### config.mk
export PLATFORM = sky130hd
export DESIGN_NAME = store_rmw_unit_flat
export DESIGN_NICKNAME = d
export VERILOG_FILES = /design/src/rtl/store_rmw_unit_if.sv /design/src/rtl/store_rmw_unit.sv /design/src/flat_wrapper.sv
export SDC_FILE = /design/constraint.sdc
export NUM_CORES = 1
export LEC_CHECK = 0
export ABC_CLOCK_PERIOD_IN_PS = 2400
export CORE_UTILIZATION = 41
export DETAILED_ROUTE_END_ITERATION = 7
export GPL_TIMING_DRIVEN = 0
export PLACE_DENSITY = 0.83
export SKIP_LAST_GASP = 1
export SLEW_MARGIN = 25
export SYNTH_ARGS = -nofsm -noshare
export SYNTH_HDL_FRONTEND = slang
export SYNTH_SLANG_ARGS = --single-unit
### constraint.sdc
create_clock -name clk -period 2.4 [get_ports clk]
set_input_delay 0.48 -clock clk [delete_from_list [all_inputs] [get_ports clk]]
set_output_delay 0.48 -clock clk [all_outputs]
set_load 0.01 [all_outputs]
### src/rtl/store_rmw_unit_if.sv
`default_nettype none
// ============================================================================
// store_rmw_unit_if : memory-op encoding plus the request/response and
//                     data-memory bus shared by the store RMW unit.
// Revision 1.0
// ============================================================================

package controls;
   typedef enum logic [3:0] {
      MEM_NONE = 4'd0,
      MEM_LB   = 4'd1,
      MEM_LH   = 4'd2,
      MEM_LW   = 4'd3,
      MEM_LBU  = 4'd4,
      MEM_LHU  = 4'd5,
      MEM_SB   = 4'd6,
      MEM_SH   = 4'd7,
      MEM_SW   = 4'd8
   } mem_op;
endpackage

interface store_rmw_unit_if #(
   parameter int WORD_SIZE = 32,
   parameter int ADDR_SIZE = 32
);
   import controls::*;

   logic                 req_valid;
   logic                 req_ready;
   mem_op                op;
   logic [ADDR_SIZE-1:0] addr;
   logic [WORD_SIZE-1:0] wdata;
   logic                 done;
   logic                 misaligned;
   logic [ADDR_SIZE-1:0] mem_addr;
   logic                 mem_re;
   logic [WORD_SIZE-1:0] mem_rdata;
   logic                 mem_we;
   logic [WORD_SIZE-1:0] mem_wdata;

   // Core and data memory together form the master side.
   modport master (
      output req_valid, op, addr, wdata, mem_rdata,
      input  req_ready, done, misaligned, mem_addr, mem_re, mem_we, mem_wdata
   );

   modport slave (
      input  req_valid, op, addr, wdata, mem_rdata,
      output req_ready, done, misaligned, mem_addr, mem_re, mem_we, mem_wdata
   );
endinterface

`default_nettype wire

### src/rtl/store_rmw_unit.sv
`default_nettype none
// ============================================================================
// store_rmw_unit : SB/SH/SW store engine for a data memory without byte
//                  enables; sub-word stores become read-modify-write.
// Revision 1.0
// ============================================================================

module store_rmw_unit #(
   parameter int WORD_SIZE = 32,
   parameter int ADDR_SIZE = 32
) (
   input  wire logic           clk,
   input  wire logic           reset,
   store_rmw_unit_if.slave     bus
);
   import controls::*;

   localparam logic [2:0] S_IDLE  = 3'd0;
   localparam logic [2:0] S_RD    = 3'd1;
   localparam logic [2:0] S_MERGE = 3'd2;
   localparam logic [2:0] S_WR    = 3'd3;
   localparam logic [2:0] S_RESP  = 3'd4;

   logic [2:0]           r_state;
   mem_op                r_op;
   logic [1:0]           r_lane;
   logic                 r_mis;
   logic [ADDR_SIZE-1:0] r_mem_addr;
   logic [WORD_SIZE-1:0] r_word;

   logic                 w_is_store;
   logic                 w_mis;
   logic [WORD_SIZE-1:0] w_merged;

   assign w_is_store = (bus.op == MEM_SB) || (bus.op == MEM_SH) || (bus.op == MEM_SW);
   assign w_mis      = ((bus.op == MEM_SH) && bus.addr[0]) ||
                       ((bus.op == MEM_SW) && (bus.addr[1:0] != 2'b00));

   // r_word still holds the store data here; only its low lane(s) are used.
   always_comb begin
      w_merged = bus.mem_rdata;
      if (r_op == MEM_SB) begin
         case (r_lane)
            2'd0:    w_merged[7:0]   = r_word[7:0];
            2'd1:    w_merged[15:8]  = r_word[7:0];
            2'd2:    w_merged[23:16] = r_word[7:0];
            default: w_merged[31:24] = r_word[7:0];
         endcase
      end else if (r_op == MEM_SH) begin
         if (r_lane[1]) w_merged[31:16] = r_word[15:0];
         else           w_merged[15:0]  = r_word[15:0];
      end
   end

   always_ff @(posedge clk) begin
      if (reset) begin
         r_state    <= S_IDLE;
         r_op       <= MEM_NONE;
         r_lane     <= 2'd0;
         r_mis      <= 1'b0;
         r_mem_addr <= '0;
         r_word     <= '0;
      end else begin
         case (r_state)
            S_IDLE: begin
               if (bus.req_valid) begin
                  r_op       <= bus.op;
                  r_lane     <= bus.addr[1:0];
                  r_mis      <= w_mis;
                  r_mem_addr <= {bus.addr[ADDR_SIZE-1:2], 2'b00};
                  r_word     <= bus.wdata;
                  if (w_mis || !w_is_store) r_state <= S_RESP;
                  else if (bus.op == MEM_SW) r_state <= S_WR;
                  else                       r_state <= S_RD;
               end
            end
            S_RD:    r_state <= S_MERGE;
            S_MERGE: begin
               r_word  <= w_merged;
               r_state <= S_WR;
            end
            S_WR:    r_state <= S_IDLE;
            S_RESP:  r_state <= S_IDLE;
            default: r_state <= S_IDLE;
         endcase
      end
   end

   assign bus.req_ready  = (r_state == S_IDLE) && !reset;
   assign bus.done       = (r_state == S_WR) || (r_state == S_RESP);
   assign bus.misaligned = (r_state == S_RESP) && r_mis;
   assign bus.mem_re     = (r_state == S_RD);
   assign bus.mem_we     = (r_state == S_WR);
   assign bus.mem_addr   = r_mem_addr;
   assign bus.mem_wdata  = r_word;

endmodule

`default_nettype wire
### src/flat_wrapper.sv
// flat-port wrapper written by rule: the top's interface ports become plain ports
module store_rmw_unit_flat import controls::*;
#(
   parameter int WORD_SIZE = 32,
   parameter int ADDR_SIZE = 32
)
  (clk, reset, bus_req_valid, bus_op, bus_addr, bus_wdata, bus_mem_rdata, bus_req_ready, bus_done, bus_misaligned, bus_mem_addr, bus_mem_re, bus_mem_we, bus_mem_wdata);
  store_rmw_unit_if #(.WORD_SIZE(WORD_SIZE), .ADDR_SIZE(ADDR_SIZE)) bus_i ();
  input  wire logic clk;
  input  wire logic reset;
  input wire logic [$bits(bus_i.req_valid)-1:0] bus_req_valid;
  input wire logic [$bits(bus_i.op)-1:0] bus_op;
  input wire logic [$bits(bus_i.addr)-1:0] bus_addr;
  input wire logic [$bits(bus_i.wdata)-1:0] bus_wdata;
  input wire logic [$bits(bus_i.mem_rdata)-1:0] bus_mem_rdata;
  output wire logic [$bits(bus_i.req_ready)-1:0] bus_req_ready;
  output wire logic [$bits(bus_i.done)-1:0] bus_done;
  output wire logic [$bits(bus_i.misaligned)-1:0] bus_misaligned;
  output wire logic [$bits(bus_i.mem_addr)-1:0] bus_mem_addr;
  output wire logic [$bits(bus_i.mem_re)-1:0] bus_mem_re;
  output wire logic [$bits(bus_i.mem_we)-1:0] bus_mem_we;
  output wire logic [$bits(bus_i.mem_wdata)-1:0] bus_mem_wdata;
  assign bus_i.req_valid = bus_req_valid;
  assign bus_i.op = bus_op;
  assign bus_i.addr = bus_addr;
  assign bus_i.wdata = bus_wdata;
  assign bus_i.mem_rdata = bus_mem_rdata;
  assign bus_req_ready = bus_i.req_ready;
  assign bus_done = bus_i.done;
  assign bus_misaligned = bus_i.misaligned;
  assign bus_mem_addr = bus_i.mem_addr;
  assign bus_mem_re = bus_i.mem_re;
  assign bus_mem_we = bus_i.mem_we;
  assign bus_mem_wdata = bus_i.mem_wdata;
  store_rmw_unit #(.WORD_SIZE(WORD_SIZE), .ADDR_SIZE(ADDR_SIZE)) u_core (.clk(clk), .reset(reset), .bus(bus_i));
endmodule
Word-level counts from Yosys, hierarchy flattened
Index checks and enable logic that the tools add are counted.
{ "op_classes": {"addsub": 0, "multipliers": 0, "div_mod_pow": 0, "order_cmp": 0, "n_eq_ne": 14, "shift": 0, "mux": 14, "n_bitwise": 0, "reduce_logical": 20} }
{ "op_table": {"columns": ["operator", "n"], "rows": [
  ["2-to-1 mux 32 bit", 3],
  ["case mux 32 bit (2 select lines)", 1],
  ["2-to-1 mux 16 bit", 2],
  ["2-to-1 mux 8 bit", 4],
  ["== test 4 x 3 -> 1 bit, second input constant", 4],
  ["case mux 3 bit (3 select lines)", 1],
  ["== test 3 x 2 -> 1 bit, second input constant", 2],
  ["2-to-1 mux 3 bit", 2],
  ["logical OR 1 bit", 5],
  ["== test 4 bit, second input constant", 1],
  ["logical AND 1 bit", 4],
  ["inequality test 4 x 2 -> 1 bit, second input constant", 1],
  ["AND reduction 2 bit", 2],
  ["AND reduction 4 bit", 1],
  ["nonzero test 2 bit", 2],
  ["== test 3 x 1 -> 1 bit, second input constant", 1],
  ["== test 3 bit, second input constant", 1],
  ["zero test 3 bit", 1],
  ["inequality test 3 bit, second input constant", 1],
  ["AND reduction 3 bit", 1],
  ["OR reduction 3 bit", 1],
  ["== test 2 x 1 -> 1 bit, second input constant", 1],
  ["== test 2 bit, second input constant", 1],
  ["zero test 1 bit", 2],
  ["other kinds (3)", 3]
]} }
{ "totals": {"ff_bits": 72, "latch_bits": 0, "mem_bits_rw": 0, "romBits": 0, "input_bits": 103, "out_inout_bits": 69, "word_cells": 56, "memories": 0} }

Longest topological paths before layout
Gate-level depths: netlist of the first run.
{ "logic_depth": {"word_depth": 8, "depth_mapped": 7, "depth_no_buf": 4} }

Least setup slack after synthesis of the first run
No wires, ideal clock.
{ "synth_timing": {"path_type": "register to register", "startpoint": "register u_core.r_state[1]", "endpoint": "register u_core.r_word[0] (netlist: u_core.bus.mem_wdata[0])", "setup_time_ps": 115, "arrival_time_ps": 1861, "required_time_ps": 2285, "slack_ps": 424, "path_stages_with_launch": 8, "path_buffers": 3, "period_less_slack_ps": 1976, "path_cell_list": "dfxtp_1 > buf_4 > or3b_4 > or4_4 > buf_6 > and2_4 > buf_6 > o21a_1"} }
{ "synth_between": {"elab_chain_len": 3, "word_cells_on_any_way": 8, "cone_classes": "4 x eq/ne; 1 x mux; 3 x reduce/logical"} }
{ "synth_rtl": {"columns": ["item", "line", "rtl"], "rows": [
  ["start, declared", "store_rmw_unit.sv:24", "logic [2:0] r_state;"],
  ["start signal, assigned", "store_rmw_unit.sv:57", "r_state <= S_IDLE;"],
  ["start signal, assigned", "store_rmw_unit.sv:72", "if (w_mis || !w_is_store) r_state <= S_RESP;"],
  ["start signal, assigned", "store_rmw_unit.sv:73", "else if (bus.op == MEM_SW) r_state <= S_WR;"],
  ["== test 3 x 2 -> 1 bit or zero test 3 bit (tied branches)", "store_rmw_unit.sv:64", "case (r_state)"],
  ["inequality test 4 x 2 -> 1 bit (no source line), or another cell as far along", null, null],
  ["AND reduction 4 bit (no source line)", null, null],
  ["end signal, assigned", "store_rmw_unit.sv:71", "r_word <= bus.wdata;"],
  ["end signal, assigned", "store_rmw_unit.sv:79", "r_word <= w_merged;"],
  ["end, declared", "store_rmw_unit.sv:29", "logic [WORD_SIZE-1:0] r_word;"]
]} }
Parallel ways exist; a longest one is shown, timed or not.
A chain may end at the register's enable or synchronous reset.

Worst setup path after layout of the first run
{ "layout_timing": {"startpoint": "input reset", "endpoint": "output bus_req_ready"} }
{ "layout_between": {"elab_chain_len": 2} }
{ "layout_rtl": {"columns": ["item", "line", "rtl"], "rows": [
  ["start, declared", "flat_wrapper.sv:10", "input wire logic reset;"],
  ["zero test 1 bit", "store_rmw_unit.sv:89", "assign bus.req_ready = (r_state == S_IDLE) && !reset;"],
  ["logical AND 1 bit", "store_rmw_unit.sv:89", null],
  ["end, declared", "flat_wrapper.sv:16", "output wire logic [$bits(bus_i.req_ready)-1:0] bus_req_ready;"]
]} }
No other way between the ends.

==> impl_metrics.py, run 1 <==
metrics = {
    "sta": {
        "relSlewSlack": 0.547,
        "rsz0062_at_grt": "false",
        "hold_viol": 0,
        "min_period_ns": 2.34,
        "clock_skew_ns": 0.0122,
        "period_share": 0.974,
        "fin_ws_ns": 0.0614,
        "tightestPinTransition_ns": 0.678,
        "fmax_ghz": 0.428,
        "final-max-slew-violation-count": 0,
        "report.final.setup_viol": 0,
    },
    "route": {
        "drc_errors": 0,
        "wire_per_inst_um": 16.7,
        "antenna_left": 0,
        "routed_wl_um": 12000,
        "dr.first_iter.drc_count": 214,
        "vias": 3996,
        "drt_pass1_iterations": 7,
        "viasPerCell": 5.57,
    },
    "power_and_ir_drop": {
        "p_int_uw": 2330,
        "switchingPower_uw": 916,
        "p_clk_frac": 0.324,
        "powerDensity_nw_per_um2": 584,
        "leakagePower_uw": 0.00200,
        "p_comb_frac": 0.250,
        "switching_share": 0.282,
        "finalPower_uw": 3240,
        "vdd_ir_drop_max_uv": 391,
        "power_frac_seq": 0.426,
    },
    "final_layout": {
        "area_growth_pct": 58.5,
        "drive_above_1_share": 0.0620,
        "nets": 712,
        "n_antenna_cell": 0,
    },
    "synthesis": {
        "yosysSeqAreaShare": 0.412,
        "synthDistinctLibCells": 44,
        "synth_area_um2": 3500,
        "yosysWarningCount": 0,
        "yosys.area.top_type_share": 0.412,
        "synth_edf_count": 0,
        "syn_avg_cell_area_um2": 8.16,
        "synthArstFlopShare": 0,
        "synth_common_cells": "nand2_1 (101), dfxtp_1 (72), a21oi_1 (47)",
        "synth_seq_cells": 72,
        "synthCells": 429,
        "synth_area_leader_cell": "dfxtp_1",
        "netlist_top_cells_area": "dfxtp_1 (41%), nand2_1 (11%), a221oi_1 (7.5%)",
        "ys.flop_type": "dfxtp_1",
        "synth.most_common_cell": "nand2_1",
    },
    "floorplan": {
        "die_w_um": 94.4,
        "rows": 33,
        "design.portCount": 172,
        "core-area_um2": 8260,
        "initial_core_util": 0.424,
        "fp.dieArea_um2": 8910,
        "die_h_um": 94.4,
    },
    "critical_path": {
        "crit_path_frequent_cell": "clkbuf_4",
        "worstSetupStartpointType": "primary input",
        "slowest_stage": "clkdlybuf4s50_1",
        "cp_cell_sequence": "clkdlybuf4s50_1, clkbuf_4, clkbuf_4, nor4_2, dlygate4sd1_1",
        "critPathMaxFanout": 10,
        "worst_path_largest_cell_delay_ns": 0.46,
        "crit_required_ns": 1.92,
        "crit_path_end_kind": "output pin",
        "arrival_ns": 1.86,
        "crit_type": "in -> out",
    },
    "run_status": {
        "status": "finished, final reports clean",
    },
    "placed_design": {
        "portBuffers": 169,
        "dp_hpwl_um": 8910,
        "place_congestion": 0.853,
        "dp_slack_ns": -0.726,
    },
    "clocking": {
        "htreeDepth": 3,
        "cts_tree": "done",
        "clockBufferDepth": 2,
        "root_buffer": "clkbuf_8",
        "cts_hold_buf": 0,
        "cts_inserted_buffers": 9,
        "clk_pin_slew_ns": 0.08,
        "cts_sinks": 72,
        "worstSkewPairLatency_ns": 0.35,
    },
    "min_path": {
        "hp-class": "reg -> reg",
    },
    "grt": {
        "grt_max_degree": 13,
        "grt_antenna_before_repair": 0,
        "use_met2": 0.473,
        "grt_busiest_layer": "met2",
        "track_usage": 0.274,
        "grt_pass1_vias": 3965,
        "use_met3": 0.0853,
        "grt-ovfl-total": 0,
        "grt_pass1_wl_um": 18800,
        "met1_usage": 0.311,
    },
    "flow_run": {
        "cap_violations": 0,
    },
}
kinds of logic after synthesis:
group | Yosys count | synth area share
AO/OA/AOI/OAI | 134 | 0.267
other | 1 | 0.00107
flip-flops | 72 | 0.412
AND/OR/NAND/NOR | 164 | 0.221
multiplexers | 15 | 0.0429
buffers and inverters | 43 | 0.0568
placed cells by master, fill, tap and decap left out, types with 3 or more instances in the layout:
| master | n |
|---|---|
| clkbuf_1 | 25 |
| mux2i_1 | 15 |
| dfxtp_1 | 72 |
| o22ai_1 | 9 |
| buf_6 | 3 |
| nor2b_1 | 5 |
| a221oi_1 | 30 |
| buf_1 | 5 |
| nor2_1 | 7 |
| o21ai_0 | 10 |
| nand2_1 | 101 |
| a21oi_1 | 47 |
| clkbuf_8 | 9 |
| nor3_1 | 3 |
| o2bb2ai_1 | 8 |
| a22o_1 | 8 |
| o21a_1 | 8 |
| nand3_1 | 16 |
| buf_2 | 3 |
| clkdlybuf4s50_1 | 168 |
| buf_4 | 3 |
| a32o_1 | 8 |
| nand2b_1 | 9 |
flip-flops by register name, summed over array words and instances, names as in the netlist:
| name | count |
|---|---|
| u_core.bus.mem_addr | 30 |
| u_core.bus.mem_wdata | 32 |
| u_core.r_lane | 2 |
| u_core.r_mis | 1 |
| u_core.r_op | 4 |
| u_core.r_state | 3 |
cell type report:
type / instances / area (um2)
buffer: 41 / 199
clock buffer: 9 / 124
sequential: 72 / 1440
tap: 105 / 131
clock inverter: 6 / 85.1
fill: 687 / 2710
timing repair buffer: 169 / 1690
multi-input combinational: 315 / 1880
inverter: 1 / 3.75
through the flow:
| step | cells | instance area (um2) | util | TNS (ns) | hold WS (ns) |
|---|---|---|---|---|---|
| after floorplan | 430 | 3500 | - | 0 | 0.457 |
| after global placement | 704 | 5330 | 0.645 | -8.32 | 0.442 |
| after detailed placement | 704 | 5330 | 0.645 | -9.99 | 0.448 |
| after CTS | 719 | 5540 | 0.671 | 0 | 0.460 |
| after global routing | 718 | 5550 | 0.672 | 0 | 0.481 |
| final | 718 | 5550 | 0.672 | 0 | 0.459 |
final timing paths:
check | end | slack, ns | cells past startpoint | startpoint
max reg2reg | u_core.bus.mem_wdata[7]$_SDFFE_PP0P_ | 0.28 | 7 | u_core.r_state[1]$_SDFFE_PP0P_
min reg2reg | u_core.bus.mem_addr[10]$_SDFFE_PP0P_ | 0.46 | 2 | u_core.bus.mem_addr[10]$_SDFFE_PP0P_
min | u_core.bus.mem_addr[10]$_SDFFE_PP0P_ | 0.46 | 2 | u_core.bus.mem_addr[10]$_SDFFE_PP0P_
max | bus_req_ready | 0.06 | 5 | reset
worst max-delay path: cells and delay by family:
family | cells | cell delay [ns]
simple gates | 1 | 0.16
buf+inv | 4 | 1.21
routing by layer:
metal	wire length, um	part of all wire
met1	4580	0.38
met2	5690	0.47
met5	0	0
met3	1440	0.12
met4	287	0.024
repair_timing:
item | CTS | global route
gates resized for setup | 7 | 3
endpoints found under the setup margin | 1 | 33
buffers inserted | 0 | 0
power groups by stage:
stage	combinational, uW	clock [uW]	sequential, uW
5_1_grt	876	1110	1390
3_3_place_gp	791	0	1400
4_1_cts	810	1050	1380
2_1_floorplan	322	0	1430
6_report	811	1050	1380
3_5_place_dp	805	0	1410
Power figures use the tool's default switching activity.
==> run 2: changes to the inputs <==
--- a/config.mk
+++ b/config.mk
@@ -8,7 +8,6 @@
 export ABC_CLOCK_PERIOD_IN_PS = 2400
 export CORE_UTILIZATION = 41
 export DETAILED_ROUTE_END_ITERATION = 7
-export GPL_TIMING_DRIVEN = 0
 export PLACE_DENSITY = 0.83
 export SKIP_LAST_GASP = 1
 export SLEW_MARGIN = 25
==> impl_metrics.py, run 2 (synthesis results as in run 1) <==
metrics = {
    "run_status": {
        "status": "finished, final reports clean",
    },
    "final_layout": {
        "final_common_cell": "clkdlybuf4s50_1",
        "largest_reg_flops": 32,
        "nets": 684,
        "area_growth_pct": 55.8,
        "n_antenna_cell": 0,
        "nFillCells": 678,
        "final_cell_mix": "clkdlybuf4s50_1 (168), nand2_1 (101), dfxtp_1 (72)",
        "drive_above_1_share": 0.0701,
    },
    "clocking": {
        "cts_setup_buffers": 0,
        "htreeDepth": 3,
        "cts_hold_buf": 0,
        "clockBufferDepth": 2,
        "clk_pin_slew_ns": 0.07,
        "worstSkewPairLatency_ns": 0.34,
        "cts_sinks": 72,
        "root_buffer": "clkbuf_8",
        "cts_inserted_buffers": 9,
        "cts_tree": "done",
    },
    "route": {
        "dr.first_iter.drc_count": 174,
        "drt_pass1_iterations": 4,
        "drc_errors": 0,
        "vias": 3914,
        "viasPerCell": 5.67,
        "antenna_left": 0,
        "routed_wl_um": 11400,
        "wire_per_inst_um": 16.6,
    },
    "floorplan": {
        "die_w_um": 94.4,
        "fp.dieArea_um2": 8910,
        "initial_core_util": 0.424,
        "core-area_um2": 8260,
        "rows": 33,
        "design.portCount": 172,
        "die_h_um": 94.4,
    },
    "critical_path": {
        "crit_path_end_kind": "output pin",
        "r2r_start": "u_core.r_state[2]$_SDFFE_PP0P_",
        "regToRegEndpoint": "u_core.bus.mem_wdata[9]$_SDFFE_PP0P_",
        "reg2reg_slack_ns": 0.32,
        "r2r.worst_path.cells": 4,
        "critPathMaxFanout": 10,
        "critPathCapture": "bus_done",
        "crit_required_ns": 1.92,
        "crit_type": "reg -> out",
        "crit_path_start": "u_core.r_state[2]$_SDFFE_PP0P_",
        "arrival_ns": 1.76,
        "worstSetupStartpointType": "flop",
    },
    "grt": {
        "grt_pass1_vias": 3780,
        "grt_pass1_wl_um": 18000,
        "grt_antenna_before_repair": 0,
        "grt_max_degree": 66,
        "track_usage": 0.257,
        "grt-ovfl-total": 0,
    },
    "sta": {
        "min_period_ns": 2.24,
        "clock_skew_ns": 0.0120,
        "rsz0062_at_grt": "false",
        "hold_viol": 0,
        "period_share": 0.934,
        "report.final.setup_viol": 0,
        "final-max-slew-violation-count": 0,
        "relSlewSlack": 0.540,
        "fin_setup_tns_ns": 0,
        "tightestPinTransition_ns": 0.689,
        "fmax_ghz": 0.446,
    },
    "placed_design": {
        "portBuffers": 169,
        "dp_hpwl_um": 8310,
        "place_congestion": 0.807,
    },
    "power_and_ir_drop": {
        "finalPower_uw": 3180,
        "powerDensity_nw_per_um2": 584,
        "vdd_ir_drop_max_uv": 316,
        "leakagePower_uw": 0.00198,
    },
    "min_path": {
        "hp-class": "reg -> reg",
        "hold_depth": 2,
    },
    "flow_run": {
        "cap_violations": 0,
    },
}
run 2: worst min path at each step:
stage / start / endpoint / slack (ns)
2_1_floorplan: u_core.r_op[3]$_SDFFE_PP0P_ / u_core.r_op[3]$_SDFFE_PP0P_ / 0.46
3_3_place_gp: u_core.bus.mem_addr[20]$_SDFFE_PP0P_ / u_core.bus.mem_addr[20]$_SDFFE_PP0P_ / 0.44
5_1_grt: u_core.bus.mem_addr[28]$_SDFFE_PP0P_ / u_core.bus.mem_addr[28]$_SDFFE_PP0P_ / 0.47
4_1_cts: u_core.bus.mem_addr[28]$_SDFFE_PP0P_ / u_core.bus.mem_addr[28]$_SDFFE_PP0P_ / 0.46
3_5_place_dp: u_core.bus.mem_addr[28]$_SDFFE_PP0P_ / u_core.bus.mem_addr[28]$_SDFFE_PP0P_ / 0.45
6_report: u_core.bus.mem_addr[28]$_SDFFE_PP0P_ / u_core.bus.mem_addr[28]$_SDFFE_PP0P_ / 0.45
run 2: cell type report:
cell class / count / area (um2) / area share
multi-input combinational: 315 / 1880 / 0.344
tap: 105 / 131 / 0.0241
inverter: 1 / 3.75 / 0.000688
timing repair buffer: 182 / 1800 / 0.329
clock inverter: 3 / 40.0 / 0.00734
sequential: 72 / 1440 / 0.264
clock buffer: 12 / 165 / 0.0303
run 2: what timing repair did:
item | CTS | global route
setup endpoints to repair | 0 | 1
resized for setup | 0 | 1
hold endpoints to repair | 0 | 0
run 2: metal layers:
| layer | share of wire | global-route usage | wire length [um] |
|---|---|---|---|
| met5 | 0 | 0 | 0 |
| met4 | 0.019 | 0.0821 | 212 |
| met3 | 0.11 | 0.0829 | 1310 |
| met2 | 0.48 | 0.449 | 5500 |
| met1 | 0.39 | 0.295 | 4400 |
run 2: worst max-delay path, stage by stage (launching register included):
cell,delay (ns)
dfxtp_1,0.53
nor2b_1,0.10
and2_1,0.18
a21o_1,0.15
clkdlybuf4s50_1,0.47
run 2: through the flow:
| step | cell area, um2 | util | setup slack (ns) | hold WS [ns] | std cells |
|---|---|---|---|---|---|
| after global placement | 5240 | 0.635 | 0.127 | 0.442 | 675 |
| after global routing | 5450 | 0.660 | 0.0607 | 0.475 | 690 |
| final | 5450 | 0.660 | 0.158 | 0.454 | 690 |
| after CTS | 5450 | 0.660 | 0.155 | 0.455 | 690 |
| after detailed placement | 5240 | 0.635 | 0.0564 | 0.447 | 675 |
| after floorplan | 3500 | - | 0.424 | 0.457 | 430 |
run 2: power by group:
group          internal (uW)  switching (uW)  total, uW  leakage (uW)
clock network            557             447       1000      0.000108
registers               1300            95.4       1390      0.000593
logic                    456             332        788       0.00128
